`src/rtl/dmi_req_bridge_if.sv`:
```
// Request/response handshake bundle between a debug transport and dmi_req_bridge.
// The master side issues requests and consumes responses; the bridge is the slave.
interface dmi_req_bridge_if;

  // Request channel
  logic        req_valid;
  logic        req_ready;
  logic [6:0]  req_addr;
  logic [31:0] req_data;
  logic [1:0]  req_op;     // 0=nop, 1=read, 2=write, 3=reserved

  // Response channel
  logic        rsp_valid;
  logic        rsp_ready;
  logic [31:0] rsp_data;
  logic [1:0]  rsp_op;     // 0=success, 2=failed, 3=busy

  modport master (
    output req_valid, req_addr, req_data, req_op, rsp_ready,
    input  req_ready, rsp_valid, rsp_data, rsp_op
  );

  modport slave (
    input  req_valid, req_addr, req_data, req_op, rsp_ready,
    output req_ready, rsp_valid, rsp_data, rsp_op
  );

endinterface

```
`src/rtl/dmi_req_bridge.sv`:
```
// dmi_req_bridge: turns debug-transport requests into single-cycle accesses on
// the core's DMI register port and returns RISC-V-debug-style responses.
//
// Optional feature macro: RV_DMI_BRIDGE_STICKY_BUSY_EN
//   defined   - the request port is always ready; requests arriving while a
//               transaction is in flight are dropped and set a sticky busy flag,
//               later requests are answered with op=3 until dmi_reset.
//   undefined - the request port is ready only when idle; busy is tied low and
//               dmi_reset is ignored.
//
// RD_LAT (0..3) is the core's read latency from dmi_reg_en to valid rdata.
module dmi_req_bridge #(
  parameter int RD_LAT = 1
) (
  input  logic                   clk,
  input  logic                   rst,
  dmi_req_bridge_if.slave        bus,
  input  logic                   dmi_reset,
  input  logic                   hard_reset_req,
  output logic                   busy,
  output logic                   dmi_reg_en,
  output logic                   dmi_reg_wr_en,
  output logic [6:0]             dmi_reg_addr,
  output logic [31:0]            dmi_reg_wdata,
  input  logic [31:0]            dmi_reg_rdata,
  output logic                   dmi_hard_reset
);

  typedef enum logic [1:0] {
    IDLE  = 2'd0,
    ISSUE = 2'd1,
    WAIT  = 2'd2,
    RESP  = 2'd3
  } state_t;

  localparam logic [1:0] OP_NOP   = 2'd0;
  localparam logic [1:0] OP_READ  = 2'd1;
  localparam logic [1:0] OP_WRITE = 2'd2;

  localparam logic [1:0] RSP_OK     = 2'd0;
  localparam logic [1:0] RSP_FAILED = 2'd2;
  localparam logic [1:0] RSP_BUSY   = 2'd3;

  // Value of the wait counter on the final WAIT cycle (WAIT lasts RD_LAT cycles).
  localparam logic [1:0] WAIT_LAST = 2'((RD_LAT > 0) ? RD_LAT - 1 : 0);

  state_t      state;
  state_t      state_nxt;
  logic [1:0]  wait_cnt;
  logic        hard_q;

  // Latched request and response registers
  logic        wr_q;
  logic [6:0]  addr_q;
  logic [31:0] wdata_q;
  logic [1:0]  rsp_op_q;
  logic [31:0] rsp_data_q;

  // Per-cycle decisions from the FSM
  logic        req_ready_int;
  logic        accept;
  logic        busy_hit;
  logic        capture;
  logic        latch_req;
  logic        load_rsp;
  logic [1:0]  rsp_op_nxt;

  assign accept        = bus.req_valid & req_ready_int;
  assign bus.req_ready = req_ready_int;

`ifdef RV_DMI_BRIDGE_STICKY_BUSY_EN
  logic busy_q;
  logic drop;

  // Always ready; a hard reset cycle (or rst) is the only time requests are refused.
  assign req_ready_int = ~rst & ~hard_reset_req;

  // A request that lands while a transaction is in flight has nowhere to go.
  assign drop = accept & (state != IDLE);

  // A dmi_reset in the same cycle as an idle accept lets that request through.
  assign busy_hit = busy_q & ~dmi_reset;

  // Sticky busy flag: set by dropped requests, cleared by dmi_reset or hard reset
  always_ff @(posedge clk) begin
    if (rst) begin
      busy_q <= 1'b0;
    end else if (hard_reset_req) begin
      busy_q <= 1'b0;
    end else if (drop) begin
      busy_q <= 1'b1;
    end else if (dmi_reset) begin
      busy_q <= 1'b0;
    end
  end

  assign busy = busy_q;
`else
  logic unused_dmi_reset;

  // Without sticky busy the port simply back-pressures until the bridge is idle.
  assign req_ready_int    = ~rst & ~hard_reset_req & (state == IDLE);
  assign busy_hit         = 1'b0;
  assign busy             = 1'b0;
  assign unused_dmi_reset = dmi_reset;
`endif

  // State register, read-wait counter and the delayed hard-reset pulse
  always_ff @(posedge clk) begin
    // NOTE: sequential state uses <= so every register samples pre-edge values.
    if (rst) begin
      state    <= IDLE;
      wait_cnt <= 2'd0;
      hard_q   <= 1'b0;
    end else begin
      state    <= state_nxt;
      wait_cnt <= (state == WAIT && state_nxt == WAIT) ? wait_cnt + 2'd1 : 2'd0;
      hard_q   <= hard_reset_req;
    end
  end

  // Next-state logic and per-cycle strobes; hard reset overrides everything
  always_comb begin
    // NOTE: defaults first so no path leaves a signal unassigned (no latches).
    state_nxt  = state;
    capture    = 1'b0;
    latch_req  = 1'b0;
    load_rsp   = 1'b0;
    rsp_op_nxt = RSP_OK;
    dmi_reg_en = 1'b0;

    unique case (state)
      IDLE: begin
        if (accept) begin
          load_rsp = 1'b1;
          if (busy_hit) begin
            rsp_op_nxt = RSP_BUSY;
            state_nxt  = RESP;
          end else begin
            case (bus.req_op)
              OP_READ, OP_WRITE: begin
                latch_req = 1'b1;
                state_nxt = ISSUE;
              end
              OP_NOP: begin
                state_nxt = RESP;
              end
              default: begin
                rsp_op_nxt = RSP_FAILED;
                state_nxt  = RESP;
              end
            endcase
          end
        end
      end

      ISSUE: begin
        dmi_reg_en = 1'b1;
        if (wr_q) begin
          state_nxt = RESP;
        end else if (RD_LAT == 0) begin
          capture   = 1'b1;
          state_nxt = RESP;
        end else begin
          state_nxt = WAIT;
        end
      end

      WAIT: begin
        if (wait_cnt == WAIT_LAST) begin
          capture   = 1'b1;
          state_nxt = RESP;
        end
      end

      RESP: begin
        if (bus.rsp_ready) begin
          state_nxt = IDLE;
        end
      end

      default: begin
        state_nxt = IDLE;
      end
    endcase

    // Abandon whatever was in flight: no access, no capture, no new request.
    if (hard_reset_req) begin
      state_nxt  = IDLE;
      capture    = 1'b0;
      latch_req  = 1'b0;
      load_rsp   = 1'b0;
      dmi_reg_en = 1'b0;
    end
  end

  // Request latch and response registers; rsp_data moves only on read captures
  always_ff @(posedge clk) begin
    if (rst) begin
      wr_q       <= 1'b0;
      addr_q     <= 7'd0;
      wdata_q    <= 32'd0;
      rsp_op_q   <= RSP_OK;
      rsp_data_q <= 32'd0;
    end else begin
      if (latch_req) begin
        wr_q    <= (bus.req_op == OP_WRITE);
        addr_q  <= bus.req_addr;
        wdata_q <= bus.req_data;
      end
      if (load_rsp) begin
        rsp_op_q <= rsp_op_nxt;
      end
      if (capture) begin
        rsp_data_q <= dmi_reg_rdata;
      end
    end
  end

  assign bus.rsp_valid  = (state == RESP);
  assign bus.rsp_op     = rsp_op_q;
  assign bus.rsp_data   = rsp_data_q;
  assign dmi_reg_wr_en  = dmi_reg_en & wr_q;
  assign dmi_reg_addr   = addr_q;
  assign dmi_reg_wdata  = wdata_q;
  assign dmi_hard_reset = hard_q;

endmodule

```
`src/flat_wrapper.sv`:
```
// flat-port wrapper written by rule: the top's interface ports become plain ports
module dmi_req_bridge_flat 
#(
  parameter int RD_LAT = 1
)
  (clk, rst, dmi_reset, hard_reset_req, busy, dmi_reg_en, dmi_reg_wr_en, dmi_reg_addr, dmi_reg_wdata, dmi_reg_rdata, dmi_hard_reset, bus_req_valid, bus_req_addr, bus_req_data, bus_req_op, bus_rsp_ready, bus_req_ready, bus_rsp_valid, bus_rsp_data, bus_rsp_op);
  dmi_req_bridge_if bus_i ();
  input  logic clk;
  input  logic rst;
  input  logic dmi_reset;
  input  logic hard_reset_req;
  output logic busy;
  output logic dmi_reg_en;
  output logic dmi_reg_wr_en;
  output logic [6:0] dmi_reg_addr;
  output logic [31:0] dmi_reg_wdata;
  input  logic [31:0] dmi_reg_rdata;
  output logic dmi_hard_reset;
  input wire logic [$bits(bus_i.req_valid)-1:0] bus_req_valid;
  input wire logic [$bits(bus_i.req_addr)-1:0] bus_req_addr;
  input wire logic [$bits(bus_i.req_data)-1:0] bus_req_data;
  input wire logic [$bits(bus_i.req_op)-1:0] bus_req_op;
  input wire logic [$bits(bus_i.rsp_ready)-1:0] bus_rsp_ready;
  output wire logic [$bits(bus_i.req_ready)-1:0] bus_req_ready;
  output wire logic [$bits(bus_i.rsp_valid)-1:0] bus_rsp_valid;
  output wire logic [$bits(bus_i.rsp_data)-1:0] bus_rsp_data;
  output wire logic [$bits(bus_i.rsp_op)-1:0] bus_rsp_op;
  assign bus_i.req_valid = bus_req_valid;
  assign bus_i.req_addr = bus_req_addr;
  assign bus_i.req_data = bus_req_data;
  assign bus_i.req_op = bus_req_op;
  assign bus_i.rsp_ready = bus_rsp_ready;
  assign bus_req_ready = bus_i.req_ready;
  assign bus_rsp_valid = bus_i.rsp_valid;
  assign bus_rsp_data = bus_i.rsp_data;
  assign bus_rsp_op = bus_i.rsp_op;
  dmi_req_bridge #(.RD_LAT(RD_LAT)) u_core (.clk(clk), .rst(rst), .bus(bus_i), .dmi_reset(dmi_reset), .hard_reset_req(hard_reset_req), .busy(busy), .dmi_reg_en(dmi_reg_en), .dmi_reg_wr_en(dmi_reg_wr_en), .dmi_reg_addr(dmi_reg_addr), .dmi_reg_wdata(dmi_reg_wdata), .dmi_reg_rdata(dmi_reg_rdata), .dmi_hard_reset(dmi_hard_reset));
endmodule
```
`config.mk`:
```
export PLATFORM = sky130hd
export DESIGN_NAME = dmi_req_bridge_flat
export DESIGN_NICKNAME = d
export VERILOG_FILES = /design/src/rtl/dmi_req_bridge_if.sv /design/src/rtl/dmi_req_bridge.sv /design/src/flat_wrapper.sv
export SDC_FILE = /design/constraint.sdc
export NUM_CORES = 1
export LEC_CHECK = 0
export ABC_AREA = 1
export CAP_MARGIN = 10
export CORE_MARGIN = 2
export CORE_UTILIZATION = 40
export DETAILED_ROUTE_END_ITERATION = 6
export PLACE_DENSITY = 0.78
export REMOVE_ABC_BUFFERS = 1
export SLEW_MARGIN = 20
export SYNTH_ARGS = -nofsm -noshare
export SYNTH_HDL_FRONTEND = slang
export SYNTH_SLANG_ARGS = --single-unit
export TNS_END_PERCENT = 100
```
`constraint.sdc`:
```
create_clock -name clk -period 1.9 [get_ports clk]
set_clock_uncertainty 0.15 [all_clocks]
set_input_delay 0.19 -clock clk [delete_from_list [all_inputs] [get_ports clk]]
set_output_delay 0.19 -clock clk [all_outputs]
set_load 0.02 [all_outputs]
```
After elaboration in Yosys (flattened, before gate mapping)
Index checks and enable logic that the tools add are counted.
- register bits after elaboration: 79
- word-level logic and storage cells: 51
- memories: 0
- bits in latches: 0
- bits of input ports: 79
- output and inout port bits: 79
- RAM bits: 0
- ROM bits: 0
- reductions and logical operators: 7
- muxes and demuxes: 22
- div/mod/pow operators: 0
- bitwise logic cells: 7
- multipliers: 0
- equal/unequal tests: 6
- magnitude comparators: 0
- add/sub/neg operators: 1
- shifts and indexed selects: 0
- operators with widths (operator ; count):
    2-bit two-way mux ; 8
    1-bit two-way mux ; 13
    2-bit equality test (second input constant) ; 4
    2-bit case mux with 4 select lines ; 1
    2-bit logical NOT ; 3
    1-bit bitwise AND ; 4
    2-bit by 1-bit equality test with 1-bit output (second input constant) ; 2
    2-bit OR reduction ; 2
    1-bit NOT ; 3
    3-bit OR reduction ; 1
    2-bit by 1-bit adder with 2-bit output (second input constant) ; 1
    1-bit logical AND ; 1

Depth between registers and ports, before layout
- word-level depth: 11
- depth in mapped cells: 9
- gate-level depth less buffers: 8

Worst setup path after synthesis
No wires, ideal clock.
- path type: input -> register
- start point: in bus_req_op[0]
- end point: reg u_core.addr_q[0], in the netlist u_core.dmi_reg_addr[0]
- path slack: 0.562 ns
- required time: 1.637 ns
- library setup time: 0.113 ns
- data arrival time: 1.075 ns
- buffers on the path: 1
- stages: 7
- cell sequence: inv_1 -> ha_1 -> inv_1 -> nand4_4 -> buf_2 -> nor2_1 -> nor2_1
- cells in the longest elaborated chain, start to end: 6
- elaborated cells on any way between the ends: 7
- classes of those cells: eq/ne (2); mux (4); reduce/logical (1)
- RTL lines (item ; RTL line ; source):
    start: declaration ; flat_wrapper.sv:22 ; input wire logic [$bits(bus_i.req_op)-1:0] bus_req_op;
    2-bit by 1-bit equality test with 1-bit output or 2-bit equality test (tied branches) ; dmi_req_bridge.sv:140 ; case (bus.req_op)
    2-bit OR reduction * ; dmi_req_bridge.sv:140 ;
    1-bit two-way mux * ; dmi_req_bridge.sv:140 ;
    1-bit two-way mux * ; dmi_req_bridge.sv:134 ; if (accept) begin
    1-bit two-way mux * ; dmi_req_bridge.sv:132 ; unique case (state)
    1-bit two-way mux * ; dmi_req_bridge.sv:188 ; if (hard_reset_req) begin
    end signal: assignment ; dmi_req_bridge.sv:208 ; addr_q <= bus.req_addr;
    end: declaration ; dmi_req_bridge.sv:54 ; logic [6:0] addr_q;
Every way passes the cells marked *; elsewhere a longest branch is shown, timed or not.
A chain may end at the register's enable or synchronous reset.

Worst setup path after layout
- start point: reg u_core.state[1]
- end point: out bus_rsp_valid
- cells in the longest elaborated chain, start to end: 1
- RTL lines (item ; RTL line ; source):
    start: declaration ; dmi_req_bridge.sv:47 ; state_t state;
    start signal: assignment ; dmi_req_bridge.sv:116 ; state <= state_nxt;
    2-bit equality test ; dmi_req_bridge.sv:220 ; assign bus.rsp_valid = (state == RESP);
    end: declaration ; flat_wrapper.sv:25 ; output wire logic [$bits(bus_i.rsp_valid)-1:0] bus_rsp_valid;
Every way passes these cells.

==> flow_summary.toml <==
[place]
dpl.cell_count = 690
place_area_um2 = 4762
io_buffers = 154
globalplace.congestion = 0.7364
dp_hpwl_um = 5685

[clocking]
cts_tree = "done"
htree_levels = 3
clkTransAtPathRegs_ps = 80
postCtsHoldBufs = 0
clock_latency_ps = 340
cts_sinks = 78
root_buffer = "clkbuf_8"
cts_inserted_buffers = 9
clock_path_buffers = 2

[yosys]
ys_types = 22
yosys_warnings = 0
synth_most_common_cell = "nor2_1"
synth_seq_cells = 78
ys_seq_area_share_pct = 50.22
synth_top_area_share_pct = 50.22
synthFlopType = "dfxtp_1"
synth_area_leaders = "dfxtp_1 (50%), nor2_1 (18%), nand2_1 (10%)"
synth-edff-count = 0
synth.avg_cell_area_um2 = 7.019
synth_top_area_cell = "dfxtp_1"
synth_common_cells = "nor2_1 (151), nand2_1 (85), dfxtp_1 (78), inv_1 (51), o21ai_1 (21)"
postSynthCellCount = 443
syn_area_um2 = 3109
async_flop_share_pct = 0

[setup_path]
worstPathArrival_ps = 1450
critical_path_required_ps = 1560
critPathMaxFanout = 6
criticalPathCategory = "register to primary output"
slowest_stage = "clkdlybuf4s50_1"
critPathMaxStageDelay_ps = 590
start_kind = "register"
path_cells = "nand2_1 -> inv_1 -> clkdlybuf4s50_1"
end_kind = "primary output"

[timing]
setup_violations = 0
fin_crit_sh_pct = 94.42
slew_viol_final = 0
grt_setup_unrepaired = "no"
fin_setup_tns_ps = 0
timing_hold_violations_final = 0
period_needed_ps = 1794
max_freq_mhz = 557.4

[pwr]
p_leak_nw = 2.209
power.total_mw = 3.399
max-vdd-ir-drop_mv = 0.4671
cellPowerDensity_nw_per_um2 = 687.9

[die]
core-area_um2 = 7647
start_util_pct = 40.66
die_area_um2 = 8494
row_count = 32
die_h_um = 92.17
io_pins = 158
die_x_um = 92.17

[cells_and_area]
nets = 681
fin_area_um2 = 4941
fin_cells = 705
area_delta_synth_final_pct = 58.91
diodes = 0
drive_above_1_share_pct = 5.970
nFillCells = 663
final-seq-area_um2 = 1564
multi_input_area_um2 = 1192

[route]
route.detailed.drc = 0
postRouteAntennaNets = 0
drt_pass1_iterations = 4
drt_iter0_markers = 63
routed_wl_um = 7666
wl_per_cell_um = 10.87
viasPerCell = 4.391
vias = 3096

[grt]
grt_pass1_vias = 3012
grt_usage_pct = 18.62
antenna_found_initial = 0
met2_usage_pct = 32.29
globalRouteMet1Util_pct = 20.23
use_met3_pct = 7.313
grt_max_degree = 45
busiest_layer = "met2"
grt_overflow = 0
grt_pass1_wl_um = 12820

[worst_hold_path]
hold_path_class = "input pin to register"

[run_status]
status = "complete, no violations"

[job]
maxCapViolations = 0
==> sequential cells by signal (all words and copies together) (netlist names) <==
signal / cells
u_core.bus.rsp_data: 32
u_core.dmi_reg_wdata: 32
u_core.dmi_reg_addr: 7
u_core.state: 2
u_core.wait_cnt: 2
u_core.bus.rsp_op: 1
u_core.dmi_hard_reset: 1
u_core.wr_q: 1
==> final timing paths <==
path | depth (start not counted) | end | slack, ps | from
max | 3 | bus_rsp_valid | 110 | u_core.state[1]
min | 3 | u_core.dmi_reg_wdata[20] | 270 | bus_req_data[20]
max reg2reg | 9 | u_core.bus.rsp_data[2] | 370 | u_core.wait_cnt[0]
min reg2reg | 1 | u_core.wait_cnt[0] | 290 | u_core.wait_cnt[0]
==> report_power, final <==
part / switching, mW / leakage, nW / internal [mW]
sequential: 0.0259 / 0.633 / 1.68
clock: 0.574 / 0.0931 / 0.599
combinational: 0.228 / 1.48 / 0.288
==> metal layers <==
metal  wire, um  vias to the layer above
li1           -                     1617
met1       3132                     1349
met2       3557                      115
met3        824                       15
met4        152                        0
met5          0                        -
==> placed cells by master, fill, tap and decap left out, drive strengths merged <==
| cell type | n |
|---|---|
| inv | 53 |
| bufinv | 1 |
| clkbuf | 11 |
| clkinv | 4 |
| conb | 2 |
| nand4 | 1 |
| a21oi | 3 |
| buf | 13 |
| dlygate4sd2 | 3 |
| nand3 | 6 |
| nor2 | 154 |
| clkdlybuf4s50 | 151 |
| dfxtp | 78 |
| nand2 | 86 |
| ha | 3 |
| o21ai | 33 |
| nor3 | 1 |
==> area by class of cell <==
cell class | instances | area share [%]
Inverter | 54 | 4.128
Multi-Input combinational cell | 289 | 24.13
Timing Repair Buffer | 167 | 33.86
Tap cell | 102 | 2.583
Clock inverter | 4 | 0.9876
Sequential cell | 78 | 31.65
Clock buffer | 11 | 2.659
==> worst max-delay path, delay by kind of cell, from the launching register on <==
family / cells / cell delay [ps]
simple gates: 1 / 80
flops: 1 / 390
buf+inv: 2 / 650
==> logic make-up after synthesis <==
logic type	share of synthesized area, %
AND/OR/NAND/NOR	31.11
flip-flops	50.22
other	0.1206
buffers and inverters	11.55
AO/OA/AOI/OAI	5.795
adder cells (fa/ha/maj)	1.207
==> per-stage QoR <==
step	utilization (%)	hold WS (ps)	setup WS [ps]
6_report	64.61	271.1	106.0
5_1_grt	64.61	277.4	30.98
4_1_cts	64.58	257.6	17.76
3_5_place_dp	62.27	268.8	-61.51
3_3_place_gp	62.27	250.2	-56.78
2_1_floorplan	-	109.1	121.2
==> timing repair <==
item,CTS,global route
setup endpoints to repair,3,1
gates resized for setup,3,2
setup buffers,0,0
No activity file was read; power rests on OpenSTA's default activity.
